File: src/rtl/axi_resp_pkg.sv
// Shared types and constants for the AXI read responder.
// The request struct is sized by the AXI_* constants below; the top-level
// parameter defaults are tied to them, so change both together.
package axi_resp_pkg;

   localparam int AXI_ADDR_BITS = 32;
   localparam int AXI_LEN_BITS  = 8;
   localparam int AXI_ID_BITS   = 4;

   typedef enum logic [1:0] {
      IDLE  = 2'd0,
      WAIT  = 2'd1,
      BURST = 2'd2
   } resp_state_e;

   typedef struct packed {
      logic [AXI_ADDR_BITS-1:0] addr;
      logic [AXI_LEN_BITS-1:0]  len;
      logic [AXI_ID_BITS-1:0]   id;
   } ar_req_t;

   // Fibonacci LFSR, taps 16,14,13,11 -> bits 15,13,12,10
   localparam logic [15:0] LFSR_SEED = 16'hACE1;
   localparam logic [15:0] LFSR_TAPS = 16'hB400;

   function automatic logic [15:0] lfsr_step(input logic [15:0] s);
      return {s[14:0], ^(s & LFSR_TAPS)};
   endfunction

endpackage

File: src/rtl/axi_read_responder_if.sv
// AR/R read-channel bundle between a read master and the responder.
interface axi_read_responder_if #(
   parameter int ADDR_BITS            = 32,
   parameter int TID_WIDTH            = 4,
   parameter int BURST_LEN_WIDTH      = 8,
   parameter int LOG_BLOCK_DATA_BYTES = 3
);
   localparam int DATA_BITS = 8 << LOG_BLOCK_DATA_BYTES;

   logic                       s_ar_valid;
   logic                       s_ar_ready;
   logic [BURST_LEN_WIDTH-1:0] s_ar_len;
   logic [ADDR_BITS-1:0]       s_ar_addr;
   logic [TID_WIDTH-1:0]       s_ar_id;
   logic                       s_r_valid;
   logic                       s_r_ready;
   logic                       s_r_last;
   logic [DATA_BITS-1:0]       s_r_data;
   logic [TID_WIDTH-1:0]       s_r_id;

   modport slave (
      input  s_ar_valid, s_ar_len, s_ar_addr, s_ar_id, s_r_ready,
      output s_ar_ready, s_r_valid, s_r_last, s_r_data, s_r_id
   );

   modport master (
      output s_ar_valid, s_ar_len, s_ar_addr, s_ar_id, s_r_ready,
      input  s_ar_ready, s_r_valid, s_r_last, s_r_data, s_r_id
   );

endinterface

File: src/rtl/axi_read_responder_sync_fifo.sv
// Synchronous FIFO with occupancy count; head is visible combinationally.
module sync_fifo #(
   parameter int WIDTH     = 8,
   parameter int LOG_DEPTH = 2
) (
   input  logic                 clk,
   input  logic                 resetN,
   input  logic                 push,
   input  logic [WIDTH-1:0]     push_data,
   input  logic                 pop,
   output logic [WIDTH-1:0]     head,
   output logic                 full,
   output logic                 empty,
   output logic [LOG_DEPTH:0]   count
);

   localparam int DEPTH = 1 << LOG_DEPTH;

   logic [WIDTH-1:0]     mem [DEPTH];
   logic [LOG_DEPTH-1:0] wr_ptr;
   logic [LOG_DEPTH-1:0] rd_ptr;
   logic                 do_push;
   logic                 do_pop;

   assign do_push = push & ~full;
   assign do_pop  = pop & ~empty;

   // storage array; no reset needed, validity tracked by count
   always_ff @(posedge clk) begin
      if (do_push) mem[wr_ptr] <= push_data;
   end

   // pointers and occupancy
   always_ff @(posedge clk or negedge resetN) begin
      if (!resetN) begin
         wr_ptr <= '0;
         rd_ptr <= '0;
         count  <= '0;
      end else begin
         if (do_push) wr_ptr <= wr_ptr + 1'b1;
         if (do_pop)  rd_ptr <= rd_ptr + 1'b1;
         case ({do_push, do_pop})
            2'b10:   count <= count + 1'b1;
            2'b01:   count <= count - 1'b1;
            default: count <= count;
         endcase
      end
   end

   // count tops out at DEPTH, the only value with the MSB set
   assign full  = count[LOG_DEPTH];
   assign empty = (count == '0);
   assign head  = mem[rd_ptr];

endmodule

File: src/rtl/axi_read_responder.sv
// AXI read slave: queues AR requests in order and returns INCR bursts whose
// data is the beat address replicated across the data bus.
// Optional macro AXI_RESP_STALL_EN inserts LFSR-driven bubbles on R.
//
// state | meaning
// IDLE  | no active burst; launches the FIFO head when one is queued
// WAIT  | latency countdown before the first beat
// BURST | presenting beats on R until the last one is accepted
module axi_read_responder
   import axi_resp_pkg::*;
#(
   parameter int ADDR_BITS            = AXI_ADDR_BITS,
   parameter int TID_WIDTH            = AXI_ID_BITS,
   parameter int BURST_LEN_WIDTH      = AXI_LEN_BITS,
   parameter int LOG_BLOCK_DATA_BYTES = 3,
   parameter int LOG_OUTSTANDING      = 2,
   parameter int LAT_WIDTH            = 8
) (
   input  logic                     clk,
   input  logic                     resetN,
   axi_read_responder_if.slave      bus,
   input  logic [LAT_WIDTH-1:0]     respLatency,
   output logic [LOG_OUTSTANDING:0] outstandingCnt
);

   localparam int DATA_BITS = 8 << LOG_BLOCK_DATA_BYTES;
   localparam logic [ADDR_BITS-1:0] BEAT_BYTES = ADDR_BITS'(1) << LOG_BLOCK_DATA_BYTES;

   resp_state_e                state;
   resp_state_e                state_next;
   ar_req_t                    push_req;
   ar_req_t                    head_req;
   logic                       fifo_full;
   logic                       fifo_empty;
   logic [LOG_OUTSTANDING:0]   fifo_count;
   logic                       ready_en;
   logic                       ar_fire;
   logic                       launch;
   logic                       r_valid;
   logic                       r_last;
   logic                       beat_fire;
   logic [LAT_WIDTH-1:0]       lat_cnt;
   logic [BURST_LEN_WIDTH-1:0] beat_cnt;
   logic [BURST_LEN_WIDTH-1:0] act_len;
   logic [TID_WIDTH-1:0]       act_id;
   logic [ADDR_BITS-1:0]       beat_addr;
   logic [63:0]                addr64;

   // pack the incoming request for the queue
   always_comb begin
      push_req      = '0;
      push_req.addr = AXI_ADDR_BITS'(bus.s_ar_addr);
      push_req.len  = AXI_LEN_BITS'(bus.s_ar_len);
      push_req.id   = AXI_ID_BITS'(bus.s_ar_id);
   end

   sync_fifo #(
      .WIDTH     ($bits(ar_req_t)),
      .LOG_DEPTH (LOG_OUTSTANDING)
   ) u_ar_fifo (
      .clk       (clk),
      .resetN    (resetN),
      .push      (ar_fire),
      .push_data (push_req),
      .pop       (launch),
      .head      (head_req),
      .full      (fifo_full),
      .empty     (fifo_empty),
      .count     (fifo_count)
   );

   // holds AR ready low while in reset; ready depends on registers only
   always_ff @(posedge clk or negedge resetN) begin
      if (!resetN) ready_en <= 1'b0;
      else         ready_en <= 1'b1;
   end

   assign bus.s_ar_ready = ready_en & ~fifo_full;
   assign ar_fire        = bus.s_ar_valid & bus.s_ar_ready;

`ifdef AXI_RESP_STALL_EN
   logic [15:0] lfsr;
   logic        held;

   // free-running bubble generator
   always_ff @(posedge clk or negedge resetN) begin
      if (!resetN) lfsr <= LFSR_SEED;
      else         lfsr <= lfsr_step(lfsr);
   end

   // a presented beat that was not taken must stay valid
   always_ff @(posedge clk or negedge resetN) begin
      if (!resetN) held <= 1'b0;
      else         held <= r_valid & ~bus.s_r_ready;
   end

   assign r_valid = (state == BURST) & (held | ~lfsr[0]);
`else
   assign r_valid = (state == BURST);
`endif

   assign r_last    = (state == BURST) & (beat_cnt == act_len);
   assign beat_fire = r_valid & bus.s_r_ready;

   // state register
   always_ff @(posedge clk or negedge resetN) begin
      if (!resetN) state <= IDLE;
      else         state <= state_next;
   end

   // next state; a new burst may launch straight out of the last beat
   always_comb begin
      state_next = state;
      launch     = 1'b0;
      unique case (state)
         IDLE:  launch = ~fifo_empty;
         WAIT:  if (lat_cnt == LAT_WIDTH'(1)) state_next = BURST;
         BURST: begin
            if (beat_fire && r_last) begin
               if (fifo_empty) state_next = IDLE;
               else            launch     = 1'b1;
            end
         end
         default: state_next = IDLE;
      endcase
      if (launch) state_next = (respLatency == '0) ? BURST : WAIT;
   end

   // active burst registers and latency/beat counters
   always_ff @(posedge clk or negedge resetN) begin
      if (!resetN) begin
         beat_addr <= '0;
         act_len   <= '0;
         act_id    <= '0;
         beat_cnt  <= '0;
         lat_cnt   <= '0;
      end else if (launch) begin
         beat_addr <= ADDR_BITS'(head_req.addr);
         act_len   <= BURST_LEN_WIDTH'(head_req.len);
         act_id    <= TID_WIDTH'(head_req.id);
         beat_cnt  <= '0;
         lat_cnt   <= respLatency;
      end else begin
         if (state == WAIT) lat_cnt <= lat_cnt - 1'b1;
         if (beat_fire && !r_last) begin
            beat_cnt  <= beat_cnt + 1'b1;
            beat_addr <= beat_addr + BEAT_BYTES;
         end
      end
   end

   // beat address zero-extended to 64 bits, then replicated across the bus
   always_comb begin
      addr64                = '0;
      addr64[ADDR_BITS-1:0] = beat_addr;
   end

   for (genvar g = 0; g < DATA_BITS; g++) begin : g_data
      assign bus.s_r_data[g] = addr64[g % 64];
   end

   assign bus.s_r_valid  = r_valid;
   assign bus.s_r_last   = r_last;
   assign bus.s_r_id     = act_id;
   assign outstandingCnt = fifo_count + {{LOG_OUTSTANDING{1'b0}}, (state != IDLE)};

endmodule

File: src/flat_wrapper.sv
// flat-port wrapper written by rule: the top's interface ports become plain ports
module axi_read_responder_flat import axi_resp_pkg::*;
#(
   parameter int ADDR_BITS            = AXI_ADDR_BITS,
   parameter int TID_WIDTH            = AXI_ID_BITS,
   parameter int BURST_LEN_WIDTH      = AXI_LEN_BITS,
   parameter int LOG_BLOCK_DATA_BYTES = 3,
   parameter int LOG_OUTSTANDING      = 2,
   parameter int LAT_WIDTH            = 8
)
  (clk, resetN, respLatency, outstandingCnt, bus_s_ar_valid, bus_s_ar_len, bus_s_ar_addr, bus_s_ar_id, bus_s_r_ready, bus_s_ar_ready, bus_s_r_valid, bus_s_r_last, bus_s_r_data, bus_s_r_id);
  axi_read_responder_if #(.ADDR_BITS(ADDR_BITS), .TID_WIDTH(TID_WIDTH), .BURST_LEN_WIDTH(BURST_LEN_WIDTH), .LOG_BLOCK_DATA_BYTES(LOG_BLOCK_DATA_BYTES)) bus_i ();
  input  logic clk;
  input  logic resetN;
  input  logic [LAT_WIDTH-1:0] respLatency;
  output logic [LOG_OUTSTANDING:0] outstandingCnt;
  input wire logic [$bits(bus_i.s_ar_valid)-1:0] bus_s_ar_valid;
  input wire logic [$bits(bus_i.s_ar_len)-1:0] bus_s_ar_len;
  input wire logic [$bits(bus_i.s_ar_addr)-1:0] bus_s_ar_addr;
  input wire logic [$bits(bus_i.s_ar_id)-1:0] bus_s_ar_id;
  input wire logic [$bits(bus_i.s_r_ready)-1:0] bus_s_r_ready;
  output wire logic [$bits(bus_i.s_ar_ready)-1:0] bus_s_ar_ready;
  output wire logic [$bits(bus_i.s_r_valid)-1:0] bus_s_r_valid;
  output wire logic [$bits(bus_i.s_r_last)-1:0] bus_s_r_last;
  output wire logic [$bits(bus_i.s_r_data)-1:0] bus_s_r_data;
  output wire logic [$bits(bus_i.s_r_id)-1:0] bus_s_r_id;
  assign bus_i.s_ar_valid = bus_s_ar_valid;
  assign bus_i.s_ar_len = bus_s_ar_len;
  assign bus_i.s_ar_addr = bus_s_ar_addr;
  assign bus_i.s_ar_id = bus_s_ar_id;
  assign bus_i.s_r_ready = bus_s_r_ready;
  assign bus_s_ar_ready = bus_i.s_ar_ready;
  assign bus_s_r_valid = bus_i.s_r_valid;
  assign bus_s_r_last = bus_i.s_r_last;
  assign bus_s_r_data = bus_i.s_r_data;
  assign bus_s_r_id = bus_i.s_r_id;
  axi_read_responder #(.ADDR_BITS(ADDR_BITS), .TID_WIDTH(TID_WIDTH), .BURST_LEN_WIDTH(BURST_LEN_WIDTH), .LOG_BLOCK_DATA_BYTES(LOG_BLOCK_DATA_BYTES), .LOG_OUTSTANDING(LOG_OUTSTANDING), .LAT_WIDTH(LAT_WIDTH)) u_core (.clk(clk), .resetN(resetN), .bus(bus_i), .respLatency(respLatency), .outstandingCnt(outstandingCnt));
endmodule
File: config.mk
export PLATFORM = sky130hd
export DESIGN_NAME = axi_read_responder_flat
export DESIGN_NICKNAME = d
export VERILOG_FILES = /design/src/rtl/axi_resp_pkg.sv /design/src/rtl/axi_read_responder_if.sv /design/src/rtl/axi_read_responder_sync_fifo.sv /design/src/rtl/axi_read_responder.sv /design/src/flat_wrapper.sv
export SDC_FILE = /design/constraint.sdc
export NUM_CORES = 1
export LEC_CHECK = 0
export BUFFER_PORTS_ARGS = -buffer_cell sky130_fd_sc_hd__buf_2
export CAP_MARGIN = 25
export CORE_UTILIZATION = 45
export CTS_CLUSTER_DIAMETER = 150
export DETAILED_ROUTE_END_ITERATION = 10
export PLACE_DENSITY = 0.67
export SLEW_MARGIN = 20
export SYNTH_ARGS = -nofsm -noshare
export SYNTH_HDL_FRONTEND = slang
export SYNTH_SLANG_ARGS = --single-unit
File: constraint.sdc
create_clock -name clk -period 2.75 [get_ports clk]
set_clock_uncertainty 0.2 [all_clocks]
set_input_delay 0.275 -clock clk [delete_from_list [all_inputs] [get_ports clk]]
set_output_delay 0.275 -clock clk [all_outputs]
set_load 0.01 [all_outputs]
* Word level (Yosys, flattened, before mapping)
Memory sizes are Yosys's and may differ from the RTL's.
Index checks and enable logic that the tools add are counted.
W data, S select, Z words.
** Storage, ports and cells
- Register bits after elaboration :: 70
- Bits in writable memories :: 176
- Bits of input ports :: 56
- Output and inout port bits :: 74
- Logic and storage cells :: 66
- Memories :: 1
** Cells by class
- $add $sub $neg :: 8
- Equal/unequal tests :: 10
- Mux-type cells :: 18
- Bitwise logic cells :: 8
- Reduce and logical (&&, ||, !) cells :: 11
** Memories
- u_core.u_ar_fifo.mem :: depth 4, bits a word 44, rd ports 1, clocked after memory_dff 0, write ports 1, RTL line axi_read_responder_sync_fifo.sv:19 : logic [WIDTH-1:0] mem [DEPTH];
** Operators by type and width (number)
- $mux W32 :: 2
- $add A32 B4 Y32 const B :: 1
- $mux W8 :: 4
- $mux W2 :: 5
- $add A8 B1 Y8 const B :: 1
- $eq A8 B1 Y1 const B :: 1
- $eq A8 B8 Y1 :: 1
- $logic_not A8 Y1 :: 1
- $reduce_bool A2 Y1 :: 4
- $sub A8 B1 Y8 const B :: 1
- $and A1 B1 Y1 :: 6
- $ne A3 B2 Y1 const B :: 2
- $pmux W2 S3 :: 1
- $pmux W3 S2 :: 1
- $add A2 B1 Y2 const B :: 2
- $eq A2 B1 Y1 const B :: 2
- $eq A2 B2 Y1 const B :: 2
- $mux W1 :: 4
- $reduce_and A4 Y1 :: 1
- $add A3 B1 Y3 :: 1
- $add A3 B1 Y3 const B :: 1
- $logic_not A3 Y1 :: 1
- $ne A3 B3 Y1 const B :: 1
- $sub A3 B1 Y3 const B :: 1
- 6 further kinds :: 8

* Logic depth before layout (Yosys ltp)
Gate-level depths: netlist of run 1.
- Depth in word-level cells :: 8
- Gate-level depth with buffers :: 13

* Cells and area by module
A second synthesis of run 1 with hierarchy kept.
** Second synthesis, totals
- Cells, all modules :: 689
- Area, all modules :: 10511.3 um2
** By module, submodules not included
- sync_fifo :: instances 1, cells an instance 269, area each 6830.3 um2
- axi_read_responder :: instances 1, cells an instance 420, area each 3681.0 um2

* Worst setup path before layout of run 1
OpenSTA, ideal clock, no wires.
- Path kind :: flip-flop to flip-flop
- Start point :: register u_core.beat_cnt[2]
- End point :: register u_core.u_ar_fifo.count[2]
- Library setup time :: 0.079 ns
- Arrival time :: 2.582 ns
- Data required time :: 2.471 ns
- Path slack :: -0.111 ns
- Cell stages (with the launch flop) :: 14
- Clock period less this slack :: 2.861 ns
- Path through :: dfrtp_1 -> xor2_1 -> nor4_2 -> and2_4 -> a31oi_4 -> inv_4 -> buf_6 -> buf_4 -> ha_1 -> inv_1 -> fa_1 -> xor2_1 -> nor2_1 -> xor2_1
** Between the ends
- Cells in the longest elaborated chain, start to end :: 8
** RTL lines
- start, declared :: RTL line axi_read_responder.sv:43 : logic [BURST_LEN_WIDTH-1:0] beat_cnt;
- start signal, assigned :: RTL line axi_read_responder.sv:146 : beat_cnt <= beat_cnt + 1'b1;
- $eq A8 B8 Y1 (*) :: RTL line axi_read_responder.sv:102 : assign r_last = (state == BURST) & (beat_cnt == act_len);
- $and A1 B1 Y1 (*) :: RTL line axi_read_responder.sv:102
- $logic_and A1 B1 Y1 (*) :: RTL line axi_read_responder.sv:119 : if (beat_fire && r_last) begin
- $mux W1 (*) :: RTL line axi_read_responder.sv:119
- $pmux W1 S2 (*) :: RTL line axi_read_responder.sv:115 : unique case (state)
- $and A1 B1 Y1 (*) :: RTL line axi_read_responder_sync_fifo.sv:26 : assign do_pop = pop & ~empty;
- via u_core.u_ar_fifo.do_pop :: RTL line axi_read_responder_sync_fifo.sv:23 : logic do_pop;
- $eq A2 B1 Y1 or $eq A2 B2 Y1 (tied branches) :: RTL line axi_read_responder_sync_fifo.sv:42 : case ({do_push, do_pop})
- $pmux W3 S2 or $reduce_bool A2 Y1 (tied branches)
- end signal, assigned :: RTL line axi_read_responder_sync_fifo.sv:43 : 2'b10: count <= count + 1'b1;
- end signal, assigned :: RTL line axi_read_responder_sync_fifo.sv:44 : 2'b01: count <= count - 1'b1;
- end signal, assigned :: RTL line axi_read_responder_sync_fifo.sv:45 : default: count <= count;
- end, declared :: RTL line axi_read_responder_sync_fifo.sv:14 : output logic [LOG_DEPTH:0] count
Mark *: on every way through the listed nets, which the timed path passes. The rest lies on a longest branch.
A chain may end at the register's enable or synchronous reset.

* Worst setup path in the final report of run 1
- Start point :: register u_core.beat_cnt[0]
- End point :: register u_core.u_ar_fifo.count[2]
** Between the ends
- Cells in the longest elaborated chain, start to end :: 8
** RTL lines (RTL line)
- $eq A8 B8 Y1 (*) :: axi_read_responder.sv:102
- $and A1 B1 Y1 (*) :: axi_read_responder.sv:102
- $logic_and A1 B1 Y1 (*) :: axi_read_responder.sv:119
- $mux W1 (*) :: axi_read_responder.sv:119
- $pmux W1 S2 (*) :: axi_read_responder.sv:115
- $and A1 B1 Y1 (*) :: axi_read_responder_sync_fifo.sv:26
- $eq A2 B1 Y1 or $eq A2 B2 Y1 (tied branches) :: axi_read_responder_sync_fifo.sv:42
- $pmux W3 S2 or $reduce_bool A2 Y1 (tied branches)
Mark *: on every way between the ends. The rest lies on a longest branch, timed or not.

==> results.md, run 1 <==
- The flow ran to the end, and the final reports show no timing, DRC or antenna violations.
- Setup slack on the worst reg-to-reg path comes out at 0.24 ns.
- The worst hold-check path type is in2async.
- The number of instances in the synthesized netlist is 675.
- The core area is 22700 um2.
- The number of global-route vias before repair is 6269.
- Measured along the y axis, the die boundary spans 155 um.
- The initial antenna violation count was 0.
- TritonCTS built the clock tree.
- The met2 global-route usage is 30.6%.
- Data on the critical path arrives at its endpoint at 2.75 ns.
- The die covers 23900 um2.
- The via count normalized by instance count is 5.23.
- For the worst-skew pair, the clock arrives at the later sink with an insertion delay of 0.52 ns.
- The clock tree root buffer cell is sky130_fd_sc_hd__clkbuf_16.
- Across all setup checks in the final design, the least slack found is 0.243 ns.
- The initial utilization of the core area, before any placement, comes to 46.1%.
- Yosys printed 0 warnings.
- The first global-routing pass estimated 33.9 mm of wire.
- On the critical path, the stage with the largest delay is an instance of sky130_fd_sc_hd__dfrtp_1.
- The worst-case headroom to the max-slew limit is 64.0%.
- The synthesized design contains 176 enable-type register cells.
- Hold repair after CTS inserted 55 buffers.
- In this design, the largest share of critical-path delay is due to simple AND/OR/NAND/NOR gates.
- The share of cells above drive strength 1 is 26.4%.
- The peak per-stage delay on the critical path is 0.42 ns.
- sky130_fd_sc_hd__edfxtp_1 takes more of the synthesized area than any other cell.
- For the worst flop-to-flop path, the logic depth is 11.
- The site row count is 55.
- The prevailing post-synth register cell is sky130_fd_sc_hd__edfxtp_1.
- The startpoint type of the worst setup path is a flip-flop.
- Once placement finished, the instance area stood at 11300 um2.
- The number of clock sinks is 246.
- The busiest metal layer after global routing is met2.
- The fraction of registers with async set or reset after synthesis is 28.5%.
- Among the stages of the critical path, the cell type that occurs most often is sky130_fd_sc_hd__xor2_1.
- The class of the most critical setup path is reg2reg.
- Relative to the synthesized area, the layout overhead comes to 21.3%.
- Global routing finished with a remaining overflow of 0.
- The number of nets at the end of the flow is 914.
- The filler cell count in the final layout is 1819.
- The placed wire-length estimate is 13.2 mm.
- The final weighted congestion in routability-driven placement is 0.774.
- The routed length per placed instance is 18.3 um.
- The post-synthesis instance area is 10500 um2.
- After clock tree synthesis, the setup repair step added 0 buffers.
- Together, buffers and inverters on the worst path number 2.
- For this run, global-route usage on met1 was measured as 24.7%.
- Setup violations remaining at the end of the flow were counted as 0.
- The number of max-slew violations in the final report is 0.
- Buffers inserted during clock tree synthesis total 26.
- The worst slack at placement is 0.252 ns.
- The number of max-cap violations is 0.
- The post-synthesis average cell area is 15.5 um2.
- The maximum clock insertion buffer count is 3.
- The DRC marker count from the first detailed-route iteration is 419.
- Counting tap cells, the placed design contains a total of 1048 instances.
- For the pin with the worst max-slew slack, the measured transition is 0.539 ns.
- Entering global routing, the biggest net connects 81 pins.
- 0 antenna diodes ended up in the layout.
- In the routed design, unresolved DRC markers number 0.
- The post-cts sizing count is 0.
- In the finished design, the share of the clock period the worst path needs comes to 91.2%.
- The final critical-path required period is 2.51 ns.
- The final route contains 6018 vias.
- Static timing analysis puts the maximum clock frequency at 0.399 GHz.
- The die span in x is 155 um.
- The critical path goes through xor2_1, nor4_2, and2_4, a31oi_4, inv_4, ha_4, inv_1, fa_2, xor2_1, nor2_1, xor2_1.
- The total wirelength of the detailed-routed design is 21.1 mm.
- The total iterations of the first detailed-routing run is 5.
- The worst register-to-register path ends at u_core.u_ar_fifo.count[2]$_DFFE_PN0P_.
- For this run, global-route usage on met3 was measured as 3.89%.
- For the worst setup path, the data required time is 2.99 ns.
- Ranked by total cell area, the synthesized netlist is headed by sky130_fd_sc_hd__edfxtp_1 50%, sky130_fd_sc_hd__dfrtp_1 17%, sky130_fd_sc_hd__mux4_2 9.5%, sky130_fd_sc_hd__nand2_1 3.3%, sky130_fd_sc_hd__buf_4 2.4%.
- The finished cells cover 12700 um2.
- After synthesis the netlist holds a flip-flop and latch count of 246.
- The count of cells in the finished layout, fillers not included, comes to 1151.
- The highest net fanout along the worst path is 4.
- For this design the top-level I/O count stands at 130.
- In the global route stage, overall resource usage came out at 18.3%.
- The static power due to leakage is 0.00492 uW.
- The final antenna-violating net count is 0.
- The maximum level of the CTS H-tree is 1.
- The areal power density over the cells is 671 nW/um2.
- The clock transition time at the flip-flop clock pins of the worst setup and hold paths is 0.06 ns.
- The final hold violation count is 0.
- The start of the worst register-to-register path is u_core.beat_cnt[0]$_DFFE_PN0P_.
- The number of different library cells in the post-synthesis netlist is 58.
- The total of buffers placed on input and output ports is 97.
- The sequential-to-total area share from yosys stat is 67.2%.
- Setup repair after global routing left no endpoint under its margin.
- The top-area cell type share of the netlist area is 50.5%.
- The highest ir drop seen on vdd is 0.489 mV.
- STA classifies the critical path endpoint as a flip-flop.
Yosys cell counts, drive strengths merged (3+ instances only):
library cell and instances:
edfxtp 176, nand2 92, dfrtp 70, buf 50, mux4 44, o21ai 30, xnor2 25, nor2 22
xor2 16, inv 15, nand3 12, and3 11, ha 11, nor4 11, a21oi 8, clkbuf 8
nand4 8, and2 7, nor3 7, a311oi 5, nor4b 5, and4 4, nand2b 4, nor2b 4
a211oi 3, a221o 3, or3 3
stage by stage:
step | util (%) | total power [uW] | TNS (ns) | hold slack (ns)
floorplan | - | 4750 | -0.0101 | -0.221
global placement | 49.6 | 4990 | 0 | 0.0718
detailed placement | 49.6 | 5010 | 0 | 0.0672
CTS | 55.9 | 8620 | 0 | 0.0545
global route | 55.9 | 8850 | 0 | 0.0978
finish | 55.9 | 8530 | 0 | 0.0890
report_power, final:
part | switching (uW) | total (uW) | internal [uW]
Sequential | 77.1 | 4320 | 4240
Clock | 1400 | 3550 | 2150
Combinational | 389 | 665 | 276
sequential cells by signal, summed over array words and instances, names as in the netlist:
| name | cells |
|---|---|
| u_core.lat_cnt | 8 |
| u_core.ready_en | 1 |
| u_core.u_ar_fifo.wr_ptr | 2 |
| u_core.u_ar_fifo.rd_ptr | 2 |
| u_core.beat_addr | 32 |
| u_core.act_len | 8 |
| u_core.bus.s_r_id | 4 |
| u_core.beat_cnt | 8 |
| u_core.u_ar_fifo.mem | 176 |
| u_core.u_ar_fifo.count | 3 |
| u_core.state | 2 |
worst register-to-register path, delay by kind of cell, from the launching register on:
family | cells | cell delay, ns
simple gates | 3 | 0.67
xor+xnor | 3 | 0.47
fa+ha+maj | 2 | 0.46
flops | 1 | 0.42
buf+inv | 2 | 0.14
compound gates | 1 | 0.09
per-layer routing:
layer | part of all wire (%) | up-vias
li1 | - | 2800
met1 | 45 | 3025
met2 | 48 | 164
met3 | 5.6 | 29
met4 | 1.3 | 0
met5 | 0 | -
cell families after synthesis:
group | after synthesis | synth area share, %
DFF | 246 | 67.2
xor gates and xnor gates | 41 | 3.43
and+or+nand+nor | 192 | 9.89
AOI/OAI and AO/OA | 63 | 4.04
buffers and inverters | 73 | 4.21
adders and majority gates | 12 | 1.51
other | 2 | 0.0717
muxes | 46 | 9.65
worst max path at each step:
stage | start | end | slack (ns) | cells after the start
5_1_grt | u_core.beat_cnt[0]$_DFFE_PN0P_ | u_core.u_ar_fifo.count[2]$_DFFE_PN0P_ | 0.10 | 11
3_5_place_dp | u_core.beat_cnt[0]$_DFFE_PN0P_ | u_core.u_ar_fifo.count[2]$_DFFE_PN0P_ | 0.25 | 11
4_1_cts | u_core.beat_cnt[0]$_DFFE_PN0P_ | u_core.u_ar_fifo.count[2]$_DFFE_PN0P_ | 0.24 | 11
2_1_floorplan | u_core.beat_cnt[0]$_DFFE_PN0P_ | u_core.u_ar_fifo.count[2]$_DFFE_PN0P_ | -0.01 | 13
6_report | u_core.beat_cnt[0]$_DFFE_PN0P_ | u_core.u_ar_fifo.count[2]$_DFFE_PN0P_ | 0.24 | 11
3_3_place_gp | u_core.beat_cnt[0]$_DFFE_PN0P_ | u_core.u_ar_fifo.count[2]$_DFFE_PN0P_ | 0.26 | 11
layout make-up:
class	instances	area, um2	share of cell area, %
sequential	246	7040	55.4
clock inverter	16	158	1.24
clock buffer	32	724	5.70
timing repair buffer	170	1240	9.73
tap	285	357	2.81
inverter	15	58.8	0.463
multi-input combinational	387	3130	24.6
cells in the final DEF (no fill, tap or decap), drive strengths merged, types with 4 or more instances in the layout:
cell / synthesis / layout
nor4b: 5 / 5
nor4: 11 / 11
clkinv: 0 / 10
nand4: 8 / 8
and3: 11 / 11
dlygate4sd3: 0 / 55
and2: 7 / 7
nor3: 7 / 7
o21ai: 30 / 30
nand2b: 4 / 4
buf: 50 / 115
clkbuf: 8 / 32
and4: 4 / 4
xnor2: 25 / 25
mux4: 44 / 44
nand3: 12 / 12
nor2: 22 / 22
conb: 2 / 33
a21oi: 8 / 8
inv: 15 / 17
nand2: 92 / 92
xor2: 16 / 16
a311oi: 5 / 5
dfrtp: 70 / 70
nor2b: 4 / 4
edfxtp: 176 / 176
ha: 11 / 11
Note: power is estimated with default switching activity, not from simulation.
==> run 2: changes to the inputs <==
SYNTH_HIERARCHICAL = 1   (was default)
==> run 2 against run 1 <==
  * Combinational power rose to 5.0 times the previous value
  * Final cell count rose by 4.5%
  * Count of clock-buffer cells in the layout rose by 4
  * Fmax is 6.0% lower
  * Wire length up 4.0%
  * Final area about the same
  * Hold slack gained 0.028 ns
  * Sequential share of layout area hardly changed
  * Global-route usage rose by 0.57 points
  * Setup slack worse by 0.16 ns
==> results.md, run 2 <==
- The Yosys step of the flow raised 6 warnings.
- For this run, design rule violations remaining after detail routing come to 0.
- The switching part of the total is 31.2%.
- In the synthesized netlist the dominant register cell turns out to be sky130_fd_sc_hd__edfxtp_1.
- The number of different library cells in the post-synthesis netlist is 58.
- The peak clock frequency supported by timing is 0.375 GHz.
- Counting the buffers created by CTS gives 25.
- The post-synthesis to final-layout area growth is 20.8%.
- The most repeated library cell on the critical path is sky130_fd_sc_hd__xor2_1.
- The total wirelength of the detailed-routed design is 21.9 mm.
- The highest ir drop seen on vdd is 0.653 mV.
- The top cell types in the final layout, fill and taps aside, are 176 x sky130_fd_sc_hd__edfxtp_1, 96 x sky130_fd_sc_hd__buf_2, 91 x sky130_fd_sc_hd__nand2_1, 68 x sky130_fd_sc_hd__dfrtp_1, 54 x sky130_fd_sc_hd__dlygate4sd3_1.
- The cell family contributing the most delay on the critical path is simple AND/OR/NAND/NOR gates.
- The number of enable-type register cells in the synthesized netlist is 176.
- After clock tree synthesis, the clock-pin slew on the worst setup and hold paths is 0.06 ns.
- The sequential-to-total area share from yosys stat is 66.9%.
- Synthesis handed over a netlist of 689 instances.
- In this run the core area contains 55 standard-cell rows.
- The largest individual stage delay along the critical path comes from the cell sky130_fd_sc_hd__dfrtp_1.
- The mapped netlist covers 10500 um2.
- Summed over all instances, the cell type with the most area after synthesis is sky130_fd_sc_hd__edfxtp_1.
- The share of synthesized cell area in full adder, half adder and majority cells is 1.50%.
- The synthesized netlist devotes 5.38% of its cell area to compound gates.
- The required time reported for the critical path endpoint is 2.99 ns.
- The start of the worst register-to-register path is u_core/act_len[0]$_DFFE_PN0P_.
- The data arrival time at the worst-slack endpoint is 2.91 ns.
- The post-cts sizing count is 0.
- The worst hold-check path type is in2async.
- Per report_power, the clock group accounts for 27.2% of the total.
- In this run the standard cell core region covers 22800 um2.
- The largest net degree at the start of global routing is 64.
- The areal power density over the cells is 917 nW/um2.
- The number of cell instances on the worst register-to-register path is 12.
- The floorplan step set the die height to 155 um.
- The leading cell type by number of instances after synthesis is sky130_fd_sc_hd__edfxtp_1.
- The number of global-route vias before repair is 6434.
- Of all nets on the critical path, the largest fanout is 2.
- The via count normalized by instance count is 5.22.
- The routed length per placed instance is 18.2 um.
- A synthesized cell averages 15.3 um2.
- Once detail routing completed, the nets flagged for antenna violations numbered 0.
- The DRC marker count from the first detailed-route iteration is 448.
- By area, the combinational part of the netlist is dominated by multiplexers.
- The internal power of the cells totals 8010 uW.
- The post-synthesis share of cell area spent on xor and xnor gates is 2.17%.
- In this run the tool buffered the top-level ports with 97 buffer cells.
- The initial antenna violation count is 0.
- The number of I/O pins is 130.
- Setup violations remaining at the end of the flow were counted as 0.
- The mux contribution to synthesized area is 9.74%.
- For this configuration, the core starts out at a cell density of 46.1%.
- The setup slack on the worst flop-to-flop path is 0.08 ns.
- The startpoint type of the worst setup path is a flip-flop.
- For the worst-skew pair, the clock arrives at the later sink with an insertion delay of 0.52 ns.
- The clock tree root buffer cell is sky130_fd_sc_hd__clkbuf_16.
- The maximum clock insertion buffer count is 3.
- The number of flip-flops under the largest register name is 176.
- The worst setup path is captured at a flip-flop.
- Routability-driven placement finished with a final weighted congestion of 0.795.
- The count of buffering cells on the critical path with inverters included is 2.
- The library cell used most frequently in the layout, excluding fill and tap cells, is sky130_fd_sc_hd__edfxtp_1.
- The tool flagged a number of max-cap violations equal to 0.
- Cells with a size suffix above 1 make up 25.5% of the layout.
- In this run the worst setup path begins at u_core/act_len[0]$_DFFE_PN0P_.
- CTS built an H-tree with a depth of 1.
- The die is 155 um wide.
- The final hold violation count was 0.
- The number of placed instances with taps included is 1100.
- After synthesis, the most frequently instantiated cells are 176 x sky130_fd_sc_hd__edfxtp_1, 91 x sky130_fd_sc_hd__nand2_1, 70 x sky130_fd_sc_hd__dfrtp_1.
- The final hold slack is 0.117 ns.
- In the final design database the tool counted 939 nets.
- TritonCTS built the clock tree.
- The combinational cell fraction of total power is 28.6%.
- Summed over all layers, the global routing overflow is 0.
- In the finished design, the share of the clock period the worst path needs comes to 97.0%.
- For this design the total switching power over the nets is 3630 uW.
- The number of max-slew violations in the final report is 0.
- In this design, the stage delay of the slowest critical-path cell is 0.39 ns.
- The register bank with the most flops is u_core/u_ar_fifo/mem.
- The worst-case headroom to the max-slew limit is 53.0%.
- The signal on the critical path passes through xor2_1, nor4_2, a21bo_2, nand2_4, inv_4, o31a_1, ha_2, inv_2, fa_2, xor2_1, nor2_1, xor2_1.
- The repair_antennas step left the layout with diodes totalling 0.
- The static power due to leakage is 0.00489 uW.
- Detailed placement finished with a half-perimeter wire length of 14.2 mm.
- Ranked by total cell area, the synthesized netlist is headed by sky130_fd_sc_hd__edfxtp_1 50%, sky130_fd_sc_hd__dfrtp_1 17%, sky130_fd_sc_hd__mux4_2 8.1%, sky130_fd_sc_hd__nand2_1 3.2%, sky130_fd_sc_hd__buf_4 2.5%.
- Of the total synthesized cell area, the portion taken by AND, OR, NAND and NOR gates is 9.21%.
- Synthesis inferred 246 register bits.
- The worst path in the final design needs a cycle of 2.67 ns, including I/O delays and setup.
- In the final timing run, aggregate negative setup slack is 0 ns.
- The total iterations of the first detailed-routing run is 5.
- The run finished with clean final reports.
- The global router's overall resource usage is 18.9%.
- Of the total power, registers draw 44.2%.
- The largest registers in the layout are u_core/u_ar_fifo/mem (176), u_core/beat_addr (32).
- Excluding fillers, the count of instances in the completed layout stands at 1203.
- The global-route wire length before repair is 34.9 mm.
- The fraction of registers with async set or reset after synthesis is 28.5%.
- The critical path is of the reg2reg type.
- The worst register-to-register path ends at u_core/u_ar_fifo/count[2]$_DFFE_PN0P_.
- In this run the biggest area consumer among cell types represents 50.3% of the synthesized area.
- Setup repair after global routing could not meet its margin everywhere.
- The slew at the pin closest to its max-slew limit is 0.704 ns.
- Counting every sink on the clock net gives 246.
- The final route contains 6275 vias.
- The die covers 24000 um2.
-- run 2: final cells by class --
cell class	count	area (um2)
Clock buffer	36	677
Tap cell	313	392
Inverter	12	47.5
Clock inverter	10	85.1
Fill cell	1830	10100
Sequential cell	246	7040
Multi-Input combinational cell	400	3080
Timing Repair Buffer	186	1380
-- run 2: timing repair --
| action | 4_1_cts | 5_1_grt |
|---|---|---|
| endpoints found under the hold margin | 229 | 0 |
| hold buffers | 54 | 0 |
| endpoints found under the setup margin | 0 | 2 |
| buffers inserted | 0 | 3 |
-- run 2: worst reg2reg max path, stage by stage (launching register included) --
cell                      delay [ns]
sky130_fd_sc_hd__dfrtp_1        0.39
sky130_fd_sc_hd__xor2_1         0.17
sky130_fd_sc_hd__nor4_2         0.38
sky130_fd_sc_hd__a21bo_2        0.23
sky130_fd_sc_hd__nand2_4        0.06
sky130_fd_sc_hd__inv_4          0.05
sky130_fd_sc_hd__o31a_1         0.15
sky130_fd_sc_hd__ha_2           0.20
sky130_fd_sc_hd__inv_2          0.04
sky130_fd_sc_hd__fa_2           0.32
sky130_fd_sc_hd__xor2_1         0.14
sky130_fd_sc_hd__nor2_1         0.11
sky130_fd_sc_hd__xor2_1         0.14
-- run 2: worst max path at each step --
stage | end | slack (ns) | cells past startpoint
2_1_floorplan | u_core/u_ar_fifo/count[2]$_DFFE_PN0P_ | -0.14 | 13
5_1_grt | u_core/u_ar_fifo/count[2]$_DFFE_PN0P_ | -0.07 | 12
4_1_cts | u_core/u_ar_fifo/count[2]$_DFFE_PN0P_ | 0.06 | 12
6_report | u_core/u_ar_fifo/count[2]$_DFFE_PN0P_ | 0.08 | 12
3_3_place_gp | u_core/u_ar_fifo/count[2]$_DFFE_PN0P_ | 0.11 | 12
3_5_place_dp | u_core/u_ar_fifo/count[2]$_DFFE_PN0P_ | 0.09 | 12
-- run 2: power by group through the flow --
stage / combinational (uW) / clock (uW) / sequential (uW)
3_5_place_dp: 3300 / 0 / 5210
3_3_place_gp: 3260 / 0 / 5190
5_1_grt: 3680 / 3370 / 5220
6_report: 3330 / 3170 / 5140
2_1_floorplan: 2310 / 0 / 5120
4_1_cts: 3380 / 3230 / 5150
-- run 2: cells by family (layout without fill, tap and decap cells) --
family	count (synthesis)	after routing
AND/OR/NAND/NOR	199	199
flip-flops	246	246
adder cells (fa/ha/maj)	12	12
buffers and inverters	74	244
other	2	33
multiplexers	45	45
XOR/XNOR	26	26
AO/OA/AOI/OAI	85	85
-- run 2: metrics by stage --
stage / instance area, um2 / power, uW / util, % / worst slack (ns)
after floorplan: 10600 / 7420 / - / -0.141
after global placement: 11400 / 8440 / 49.9 / 0.114
after detailed placement: 11400 / 8500 / 49.9 / 0.0878
after CTS: 12700 / 11800 / 55.6 / 0.0600
after global routing: 12700 / 12300 / 55.7 / -0.0672
final: 12700 / 11600 / 55.7 / 0.0818
-- run 2: metal layers --
layer | vias to the layer above | part of all wire [%] | GRT usage [%]
li1 | 2924 | - | -
met1 | 3102 | 44 | 26.1
met2 | 209 | 48 | 31.3
met3 | 40 | 5.7 | 3.19
met4 | 0 | 2.3 | 4.71
met5 | - | 0 | 0
==> run 3: changes to the inputs <==
==> constraint.sdc (replaced) <==
create_clock -name clk -period 2.75 [get_ports clk]
set_clock_uncertainty 0.2 [all_clocks]
set_input_delay 0.4125 -clock clk [delete_from_list [all_inputs] [get_ports clk]]
set_output_delay 0.4125 -clock clk [all_outputs]
set_load 0.01 [all_outputs]
==> run 3 against run 2 <==
  * Non-clock buffer count fell by 9
  * Largest power group unchanged
  * Final area up 0.51%
  * Via count increased by 0.22%
  * Hold slack improved by 0.017 ns
  * Largest cell class unchanged
  * Utilization is 0.29 points higher
  * Critical endpoint unchanged
  * Wire length up 0.88%
==> results.md, run 3 (same netlist as run 2, synthesis figures left out) <==
- The flow ran to the end, and the final reports show no timing, DRC or antenna violations.
- The static power due to leakage is 0.00490 uW.
- Prior to clock tree synthesis, the placed netlist has a worst setup slack of 0.0816 ns.
- The tool flagged a number of max-cap violations equal to 0.
- The final weighted congestion in routability-driven placement is 0.801.
- The worst register-to-register path ends at u_core/u_ar_fifo/count[2]$_DFFE_PN0P_.
- The final hold violation count came to 0.
- The final layout contains 931 nets.
- The detail route stage leaves a number of antenna-violating nets equal to 0.
- The final number of setup-violating endpoints is 0.
- The clock tree root buffer cell is sky130_fd_sc_hd__clkbuf_16.
- The number of cell instances on the worst register-to-register path is 12.
- The number of global-route vias before repair came to 6302.
- The min-delay analysis places its worst path in the category in2reg.
- The areal power density over the cells is 940 nW/um2.
- The final critical-path share of the clock period is 95.4%.
- The clock passes through at most 3 buffers.
- The die covers 24000 um2.
- Setup repair after global routing could not meet its margin everywhere.
- The maximum level of the CTS H-tree is 1.
- The number of antenna repair diodes is 0.
- Leaving out fill and tap cells, the most frequent cell in the layout is sky130_fd_sc_hd__edfxtp_1.
- The number of CTS-inserted buffers is 26.
- The final critical-path required period is 2.62 ns.
- The initial antenna violation count is 0.
- In the routed layout, each cell is associated on average with a via count of 5.26.
- The site row count is 55.
- The number of max-slew violations in the final report was 0.
- Entering global routing, the biggest net connects 64 pins.
- The worst register-to-register path begins at u_core/act_len[5]$_DFFE_PN0P_.
- The starting density of the core is 46.1%.
- The timing endpoint of the critical path is u_core/u_ar_fifo/count[2]$_DFFE_PN0P_.
- The register with the most flip-flops in the final layout is u_core/u_ar_fifo/mem.
- The peak clock frequency supported by timing is 0.381 GHz.
- The routed length per placed instance is 18.5 um.
- After detailed routing, the number of remaining DRC violations is 0.
- The share of cells above drive strength 1 is 25.4%.
- The worst-case headroom to the max-slew limit is 51.7%.
- Tracing the worst setup path back leads to its startpoint at u_core/act_len[5]$_DFFE_PN0P_.
- The DRC marker count from the first detailed-route iteration is 387.
- The die span in x is 155 um.
- Across all register-to-register paths, the minimum setup slack is 0.13 ns.
- Once routing completed, OpenROAD measured the worst setup slack at 0.126 ns.
- Clock latency on the worst-skew pair, taken at its later pin, is 0.53 ns.
- Along the worst path, the maximum fanout reaches 2.
- Relative to the synthesized area, the layout overhead comes to 21.4%.
- Global routing consumed, over all layers together, 18.8% of the routing resources.
- The tree built by TritonCTS fans out to 246 sinks.
- After detailed routing, the total wire length is 22.1 mm.
- The critical path in this run is classified as reg2reg.
- The data arrival time at the worst-slack endpoint is 2.87 ns.
- Pin placement for this block handled 130 I/O pins.
- The worst setup path is launched from a flip-flop.
- TritonCTS built the clock tree.
- At the pin with the least slew margin, the transition time is 0.718 ns.
- The critical path endpoint category is a flip-flop.
- The largest registers in the layout are u_core/u_ar_fifo/mem (176), u_core/beat_addr (32).
- The highest ir drop seen on vdd is 0.555 mV.
- The post-layout total power is 12000 uW.
- The total iterations of the first detailed-routing run is 5.
- Input and output buffers added on the ports amount to 97.
- After legalization and detailed placement, the total HPWL measured 14.1 mm.
- The number of flip-flops under the largest register name is 176.
- The core area is 22800 um2.
- The filler cell count in the final layout is 1817.
- The first global-routing pass estimated 34.7 mm of wire.
- The routed layout has 6289 vias.
- The required time reported for the critical path endpoint is 3.00 ns.
- The clock transition time at the flip-flop clock pins of the worst setup and hold paths is 0.06 ns.
- The total overflow reported by the global router is 0.
- The die extent in y is 155 um.
- In the layout the commonest cells are 176 x sky130_fd_sc_hd__edfxtp_1, 96 x sky130_fd_sc_hd__buf_2, 91 x sky130_fd_sc_hd__nand2_1, 68 x sky130_fd_sc_hd__dfrtp_1, 53 x sky130_fd_sc_hd__dlygate4sd3_1.
-- run 3: cell count changes in the layout (fill, tap and decap cells not counted), sizes merged --
cell | previous run | this run
buf | 132 | 124
bufinv | 1 | 4
clkbuf | 36 | 34
clkinvlp | 0 | 1
dlygate4sd3 | 54 | 53
inv | 13 | 12
-- run 3: metrics by stage --
step / instances / TNS (ns) / hold slack (ns) / util [%] / area [um2]
floorplan: 720 / -0.169 / -0.0831 / - / 10600
global placement: 1094 / 0 / 0.151 / 49.7 / 11300
global route: 1195 / -0.0199 / 0.183 / 56.0 / 12800
detailed placement: 1094 / 0 / 0.152 / 49.7 / 11300
CTS: 1194 / 0 / 0.122 / 55.9 / 12700
finish: 1195 / 0 / 0.134 / 56.0 / 12800
-- run 3: worst min-delay path by stage --
| stage | depth (start not counted) | startpoint | end | slack (ns) |
|---|---|---|---|---|
| after floorplan | 0 | resetN | u_core/act_len[0]$_DFFE_PN0P_ | -0.08 |
| after global placement | 1 | resetN | u_core/ready_en$_DFF_PN0_ | 0.15 |
| after detailed placement | 1 | resetN | u_core/lat_cnt[4]$_DFFE_PN0P_ | 0.15 |
| after CTS | 4 | bus_s_r_ready | u_core/state[1]$_DFFE_PN0P_ | 0.12 |
| after global routing | 4 | bus_s_r_ready | u_core/state[1]$_DFFE_PN0P_ | 0.18 |
| final | 4 | bus_s_r_ready | u_core/state[1]$_DFFE_PN0P_ | 0.13 |
-- run 3: where the power goes --
| part | internal, uW | switching [uW] | total, uW |
|---|---|---|---|
| Combinational | 1570 | 1750 | 3330 |
| Sequential | 4570 | 527 | 5090 |
| Clock | 2190 | 1380 | 3570 |
-- run 3: final cells by class --
type	instances	area, um2	share of cell area (%)
Clock buffer	34	712	5.58
Clock inverter	13	169	1.32
Inverter	12	47.5	0.373
Multi-Input combinational cell	400	3090	24.2
Sequential cell	246	7040	55.2
Tap cell	313	392	3.07
Timing Repair Buffer	177	1310	10.3
-- run 3: worst max-delay path, stage by stage (launching register included) --
cell                      delay [ns]
sky130_fd_sc_hd__dfrtp_1        0.41
sky130_fd_sc_hd__xor2_2         0.20
sky130_fd_sc_hd__nor4_4         0.31
sky130_fd_sc_hd__a21bo_2        0.21
sky130_fd_sc_hd__nand2_4        0.06
sky130_fd_sc_hd__inv_4          0.05
sky130_fd_sc_hd__o31a_1         0.15
sky130_fd_sc_hd__ha_2           0.20
sky130_fd_sc_hd__inv_2          0.04
sky130_fd_sc_hd__fa_2           0.32
sky130_fd_sc_hd__xor2_1         0.14
sky130_fd_sc_hd__nor2_1         0.11
sky130_fd_sc_hd__xor2_1         0.14
-- run 3: routing by layer --
layer  track usage, %  up-vias  share of wire (%)
met5                0        -                  0
met4             5.23        0                2.6
met3             3.33       44                5.1
met2             31.1      196                 48
met1             25.7     3141                 44
li1                 -     2908                  -
-- run 3: timing repair --
action	in CTS	in global routing
hold buffers	53	0
setup endpoints to repair	0	2
hold endpoints to repair	254	0
setup buffers	0	1
resized for setup	0	2
